$ cat src/rtl/dmem_arbiter.sv
// Two-port data-memory arbiter: round-robin grant, bounded ownership lock,
// registered per-port responses with misalignment reporting.
module dmem_arbiter #(
    parameter int DATA_WIDTH = 32,
    parameter int ADDR_WIDTH = 32,
    parameter int LOCK_MAX   = 16
) (
    input  logic                  clk,
    input  logic                  reset,
    input  logic                  req0,
    input  logic                  req1,
    input  logic                  we0,
    input  logic                  we1,
    input  logic [2:0]            funct3_0,
    input  logic [2:0]            funct3_1,
    input  logic [ADDR_WIDTH-1:0] addr0,
    input  logic [ADDR_WIDTH-1:0] addr1,
    input  logic [DATA_WIDTH-1:0] wdata0,
    input  logic [DATA_WIDTH-1:0] wdata1,
    input  logic                  lock0,
    input  logic                  lock1,
    output logic                  gnt0,
    output logic                  gnt1,
    output logic                  rvalid0,
    output logic                  rvalid1,
    output logic [DATA_WIDTH-1:0] rdata0,
    output logic [DATA_WIDTH-1:0] rdata1,
    output logic                  err0,
    output logic                  err1,
    output logic                  mem_wr_en,
    output logic [2:0]            mem_funct3,
    output logic [ADDR_WIDTH-1:0] mem_addr,
    output logic [DATA_WIDTH-1:0] mem_wr_data,
    input  logic [DATA_WIDTH-1:0] mem_rd_data
);

    typedef enum logic [1:0] {
        UNLOCKED = 2'd0,
        LOCKED0  = 2'd1,
        LOCKED1  = 2'd2
    } state_t;

    // Ownership spans the entry grant plus LOCK_MAX-1 locked cycles.
    localparam logic [7:0] LAST_CNT = 8'(LOCK_MAX - 1);
    localparam logic       LOCK_EN  = (LOCK_MAX > 1);

    state_t     state, state_next;
    logic [7:0] lock_cnt, lock_cnt_next;
    logic       rr_last, rr_last_next;
    logic       mis0, mis1;

    function automatic logic misaligned(input logic [2:0] f3, input logic [1:0] a);
        misaligned = ((f3[1:0] == 2'b01) && a[0]) || ((f3 == 3'b010) && (a != 2'b00));
    endfunction

    assign mis0 = misaligned(funct3_0, addr0[1:0]);
    assign mis1 = misaligned(funct3_1, addr1[1:0]);

    always_comb begin
        gnt0 = 1'b0;
        gnt1 = 1'b0;
        if (!reset) begin
            case (state)
                UNLOCKED: begin
                    if (req0 && req1) begin
                        gnt0 = rr_last;
                        gnt1 = ~rr_last;
                    end else begin
                        gnt0 = req0;
                        gnt1 = req1;
                    end
                end
                LOCKED0: gnt0 = req0;
                LOCKED1: gnt1 = req1;
                default: ;
            endcase
        end
    end

    always_comb begin
        mem_wr_en   = 1'b0;
        mem_funct3  = 3'b010;
        mem_addr    = '0;
        mem_wr_data = '0;
        if (gnt0) begin
            mem_wr_en   = we0 & ~mis0;
            mem_funct3  = funct3_0;
            mem_addr    = addr0;
            mem_wr_data = wdata0;
        end else if (gnt1) begin
            mem_wr_en   = we1 & ~mis1;
            mem_funct3  = funct3_1;
            mem_addr    = addr1;
            mem_wr_data = wdata1;
        end
    end

    always_comb begin
        state_next    = state;
        lock_cnt_next = lock_cnt;
        rr_last_next  = rr_last;
        if (gnt0) begin
            rr_last_next = 1'b0;
        end else if (gnt1) begin
            rr_last_next = 1'b1;
        end
        case (state)
            UNLOCKED: begin
                lock_cnt_next = '0;
                if (LOCK_EN && gnt0 && lock0) begin
                    state_next    = LOCKED0;
                    lock_cnt_next = 8'd1;
                end else if (LOCK_EN && gnt1 && lock1) begin
                    state_next    = LOCKED1;
                    lock_cnt_next = 8'd1;
                end
            end
            LOCKED0: begin
                lock_cnt_next = lock_cnt + 8'd1;
                if (lock_cnt >= LAST_CNT) begin
                    state_next    = UNLOCKED;
                    lock_cnt_next = '0;
                    rr_last_next  = 1'b0;
                end else if (!lock0) begin
                    state_next    = UNLOCKED;
                    lock_cnt_next = '0;
                end
            end
            LOCKED1: begin
                lock_cnt_next = lock_cnt + 8'd1;
                if (lock_cnt >= LAST_CNT) begin
                    state_next    = UNLOCKED;
                    lock_cnt_next = '0;
                    rr_last_next  = 1'b1;
                end else if (!lock1) begin
                    state_next    = UNLOCKED;
                    lock_cnt_next = '0;
                end
            end
            default: begin
                state_next    = UNLOCKED;
                lock_cnt_next = '0;
            end
        endcase
    end

    always_ff @(posedge clk) begin
        if (reset) begin
            state    <= UNLOCKED;
            lock_cnt <= '0;
            rr_last  <= 1'b1;
        end else begin
            state    <= state_next;
            lock_cnt <= lock_cnt_next;
            rr_last  <= rr_last_next;
        end
    end

    always_ff @(posedge clk) begin
        if (reset) begin
            rvalid0 <= 1'b0;
            rvalid1 <= 1'b0;
            err0    <= 1'b0;
            err1    <= 1'b0;
            rdata0  <= '0;
            rdata1  <= '0;
        end else begin
            rvalid0 <= gnt0;
            rvalid1 <= gnt1;
            err0    <= gnt0 & mis0;
            err1    <= gnt1 & mis1;
            if (gnt0) begin
                rdata0 <= (we0 | mis0) ? '0 : mem_rd_data;
            end
            if (gnt1) begin
                rdata1 <= (we1 | mis1) ? '0 : mem_rd_data;
            end
        end
    end

endmodule

$ cat config.mk
export PLATFORM = sky130hd
export DESIGN_NAME = dmem_arbiter
export DESIGN_NICKNAME = d
export VERILOG_FILES = /design/src/rtl/dmem_arbiter.sv
export SDC_FILE = /design/constraint.sdc
export NUM_CORES = 1
export LEC_CHECK = 0
export CORE_ASPECT_RATIO = 0.6
export CORE_MARGIN = 5
export CORE_UTILIZATION = 35
export DETAILED_ROUTE_END_ITERATION = 8
export PLACE_DENSITY = 0.91
export SYNTH_ARGS = -nofsm -noshare
export SYNTH_HDL_FRONTEND = slang
export SYNTH_SLANG_ARGS = --single-unit
$ cat constraint.sdc
create_clock -name clk -period 5.5 [get_ports clk]
set_input_delay 0.825 -clock clk [delete_from_list [all_inputs] [get_ports clk]]
set_output_delay 0.825 -clock clk [all_outputs]
set_load 0.005 [all_outputs]
Word-level counts from Yosys, hierarchy flattened
Cells that the tools add are included.

Input bits: 174. Bits in registers: 79. Output and inout bits: 138. Word-level logic and storage cells: 77.

Reductions and logical operators: 13. Order comparisons: 1. Bitwise gates (word level): 9. Add/sub/neg operators: 1. Multiplexer cells: 35. Equal/unequal tests: 9.

Operator list (number): $mux W32 (6); $mux W8 (4); $pmux W8 S3 (1); $mux W1 (12); $mux W2 (6); $ne A3 B3 Y1 const B (3); $add A8 B1 Y8 const B (1); $ge A8 B4 Y1 const B (1); $logic_and A1 B1 Y1 (7); $eq A2 B1 Y1 const B (3); $eq A3 B2 Y1 const B (2); $mux W3 (2); $pmux W1 S2 (3); $pmux W2 S3 (1); $and A1 B1 Y1 (4); $reduce_bool A2 Y1 (2); $not A1 Y1 (3); $reduce_and A3 Y1 (1); $eq A2 B2 Y1 const B (1); $logic_not A2 Y1 (1); $logic_or A1 B1 Y1 (2); $or A1 B1 Y1 (2).

Logic depth before layout (Yosys ltp)
Word-level depth: 8. Gate-level depth with buffers: 9. Depth with buffers taken out: 7.

Worst setup path before layout
Ideal clock, no wire load.

Kind: input port to output port. From: in reset. To: out mem_addr[10]. Data required time: 4.675 ns. Stages on the path: 8. Path buffers: 3. Path slack: 2.723 ns. Data arrival time: 1.952 ns. Cell sequence: buf_2 nor2b_2 o221ai_4 inv_2 buf_2 clkbuf_1 nand2_1 nand2_1.

Longest elaborated chain between the ends: 3. Elaborated cells between the ends (all ways): 4. Classes of those cells: mux: 4.

RTL lines: start, declared (line 9) `input logic reset,`; $mux W1 (line 62) `if (!reset) begin`; $mux W32 (line 90) `end else if (gnt1) begin`; $mux W32 * (line 85) `if (gnt0) begin`; end, declared (line 32) `output logic [ADDR_WIDTH-1:0] mem_addr,`.

Mark *: on every way between the ends. The rest lies on a longest branch, timed or not.

Final worst setup path
From: in reset. To: out mem_wr_data[15].

Longest elaborated chain between the ends: 3. Elaborated cells between the ends (all ways): 4. Classes of those cells: mux: 4.

RTL lines: $mux W1 (line 62); $mux W32 (line 90); $mux W32 * (line 85); end, declared (line 33) `output logic [DATA_WIDTH-1:0] mem_wr_data,`.

Marked as above.

==> flow_summary.toml <==
[pwr]
ir_drop_mv = 0.192
p_int_mw = 1.24
p_sw_mw = 0.444
total_power_mw = 1.68
leakage_nw = 2.96
switching_share_pct = 26.4
power_frac_comb_pct = 27.8
p_per_area_mw_per_mm2 = 235
sequentialPowerShare_pct = 36.4
clockPowerShare_pct = 35.8

[synthesis]
syn_area_mm2 = 0.00367
syn_area_per_cell_um2 = 8.18
yosysTopAreaCell = "dfxtp_1"
ys_warn_count = 0
synth.top_cell.area_share_pct = 43.1
synthArstFlopShare_pct = 0
ys_ff_latch = 79
netlist_instances = 448
synth_flop_cell = "dfxtp_1"
yosysMostFrequentCell = "nand2_1"
yosys.cell_types.count = 45
ys_seq_area_share_pct = 43.1
synth_edf_count = 0
ys_top_cells_by_area = "dfxtp_1, a22o_1, nand2_1"
synth_common_cells = "nand2_1, dfxtp_1, nand3_1, a22o_1, buf_2"

[sta]
rsz0062_at_grt = "false"
finalHoldViolations = 0
holdWs_ns = 0.474
setup_tns_ns = 0
fin_skew_ns = 0.00644
final_max_slew_viol_count = 0
slew_headroom_pct = 50.9
worst-slew-pin-transition_ns = 0.737
max_freq_ghz = 0.224
fin_ws_ns = 1.04
finalSetupViolations = 0
min_period_over_period_pct = 81.1
period_needed_ns = 4.46

[clock_network]
cts_buffers = 9
cts_tree = "done"
cts_hold_buf = 0
cts_max_level = 3
clock_sinks = 79
clk_path_buf_depth = 2
clk_pin_slew_ns = 0.06
cts-root-buf = "clkbuf_16"
clk_latency_ns = 0.33
cts_setup_buffers = 0
cts_resized = 0

[floorplanning]
die_x_um = 142
fp-row-count = 28
core_area_mm2 = 0.0101
die_area_mm2 = 0.0127
initial_core_util_pct = 36.5
ios = 312
die_h_um = 89.3

[placed_design]
place_ws_ns = 1.11
port-buffer-count = 311
hpwl_mm = 14.2
place.gp.congestion = 1.12
dp.cells = 871

[final_layout]
drive_gt1_share_pct = 4.92
syn_to_final_growth_pct = 95.1
final_nets = 926
n_antenna_cell = 0
fill_cells = 723
layout.cells.non_filler = 887

[run]
drv_cap = 0

[setup_path]
cp_max_fo = 30
setup.worst_path.class = "input pin to primary output"
cp.arrival_ns = 3.64
end_kind = "primary output"
cp-start-kind = "input pin"
worstPathRequired_ns = 4.68

[grt]
grt_pass1_vias = 4624
grt_max_degree = 72
grt_remaining_overflow = 0
antenna_found_initial = 2
grt.total_usage_pct = 27.8
grt_pass1_wl_mm = 27.1

[hold_path]
hold_class = "flop to flop"

[routing]
via_count = 4648
post-route-drc-count = 0
routed_wl_mm = 18.4
antenna_left = 0
first_pass_iters = 5
drt_iter0_drc = 271
vias_per_cell = 5.24
avgRoutedWirePerCell_um = 20.7

[outcome]
outcome = "complete, no violations"
-- final timing paths --
| path | start | slack (ns) | end | cells past startpoint |
|---|---|---|---|---|
| max | reset | 1.04 | mem_wr_data[15] | 8 |
| min | rdata0[16] | 0.47 | rdata0[16] | 1 |
| max reg2reg | state[1] | 2.85 | rdata0[15] | 9 |
| min reg2reg | rdata0[16] | 0.47 | rdata0[16] | 1 |
-- power groups by stage --
| stage | sequential [mW] | combinational (mW) | clock, mW |
|---|---|---|---|
| global placement | 0.622 | 0.450 | 0 |
| finish | 0.612 | 0.467 | 0.601 |
| CTS | 0.612 | 0.466 | 0.606 |
| floorplan | 0.623 | 0.153 | 0 |
| detailed placement | 0.624 | 0.460 | 0 |
| global route | 0.614 | 0.497 | 0.627 |
-- cell usage in the layout (no fill, tap or decap), types with 3 or more instances in the layout --
master	netlist	final
inv_1	7	7
dfxtp_1	79	79
clkbuf_16	0	9
conb_1	1	4
nand2_1	136	136
clkdlybuf4s50_1	0	311
nand3_1	69	69
buf_4	4	9
a22o_1	65	65
o21ai_0	3	3
nor2_1	9	8
nand2b_1	3	3
ha_1	5	5
-- final cells by class --
class / instances / area [um^2] / area share, %
sequential: 79 / 1580 / 22.1
clock buffer: 10 / 239 / 3.34
inverter: 9 / 33.8 / 0.472
timing repair buffer: 320 / 3180 / 44.5
multi-input combinational: 328 / 1880 / 26.3
tap: 135 / 169 / 2.36
clock inverter: 6 / 67.6 / 0.945
-- flip-flops by register name (all words and copies together) (netlist names), 2 cells and up --
name / flops
state: 2
lock_cnt: 8
rdata1: 32
rdata0: 32
-- critical path: stages --
cell             delay, ns
clkdlybuf4s50_1       0.65
and2b_1               0.42
o21ai_2               0.15
inv_2                 0.44
buf_4                 0.36
nand3_1               0.10
nand2_1               0.12
clkdlybuf4s50_1       0.55
-- metrics by stage --
stage	cell area [um^2]	util, %
2_1_floorplan	3680	-
3_3_place_gp	6850	68.1
3_5_place_dp	6850	68.1
4_1_cts	7150	71.1
5_1_grt	7150	71.1
6_report	7150	71.1
-- layer usage --
metal	track usage [%]	up-vias	wire (um)
li1	-	2162	-
met5	0	-	27
met2	51.3	237	9310
met3	7.11	36	1450
met4	5.49	4	323
met1	33.2	2209	7290
-- cell families after synthesis --
| family | after synthesis | share of synthesized area (%) |
|---|---|---|
| other cells | 1 | 0.102 |
| simple gates | 232 | 28.5 |
| buf+inv | 44 | 6.11 |
| xor+xnor | 2 | 0.478 |
| compound gates | 85 | 20.0 |
| flops | 79 | 43.1 |
| fa+ha+maj | 5 | 1.71 |
Note: power is estimated with default switching activity, not from simulation.
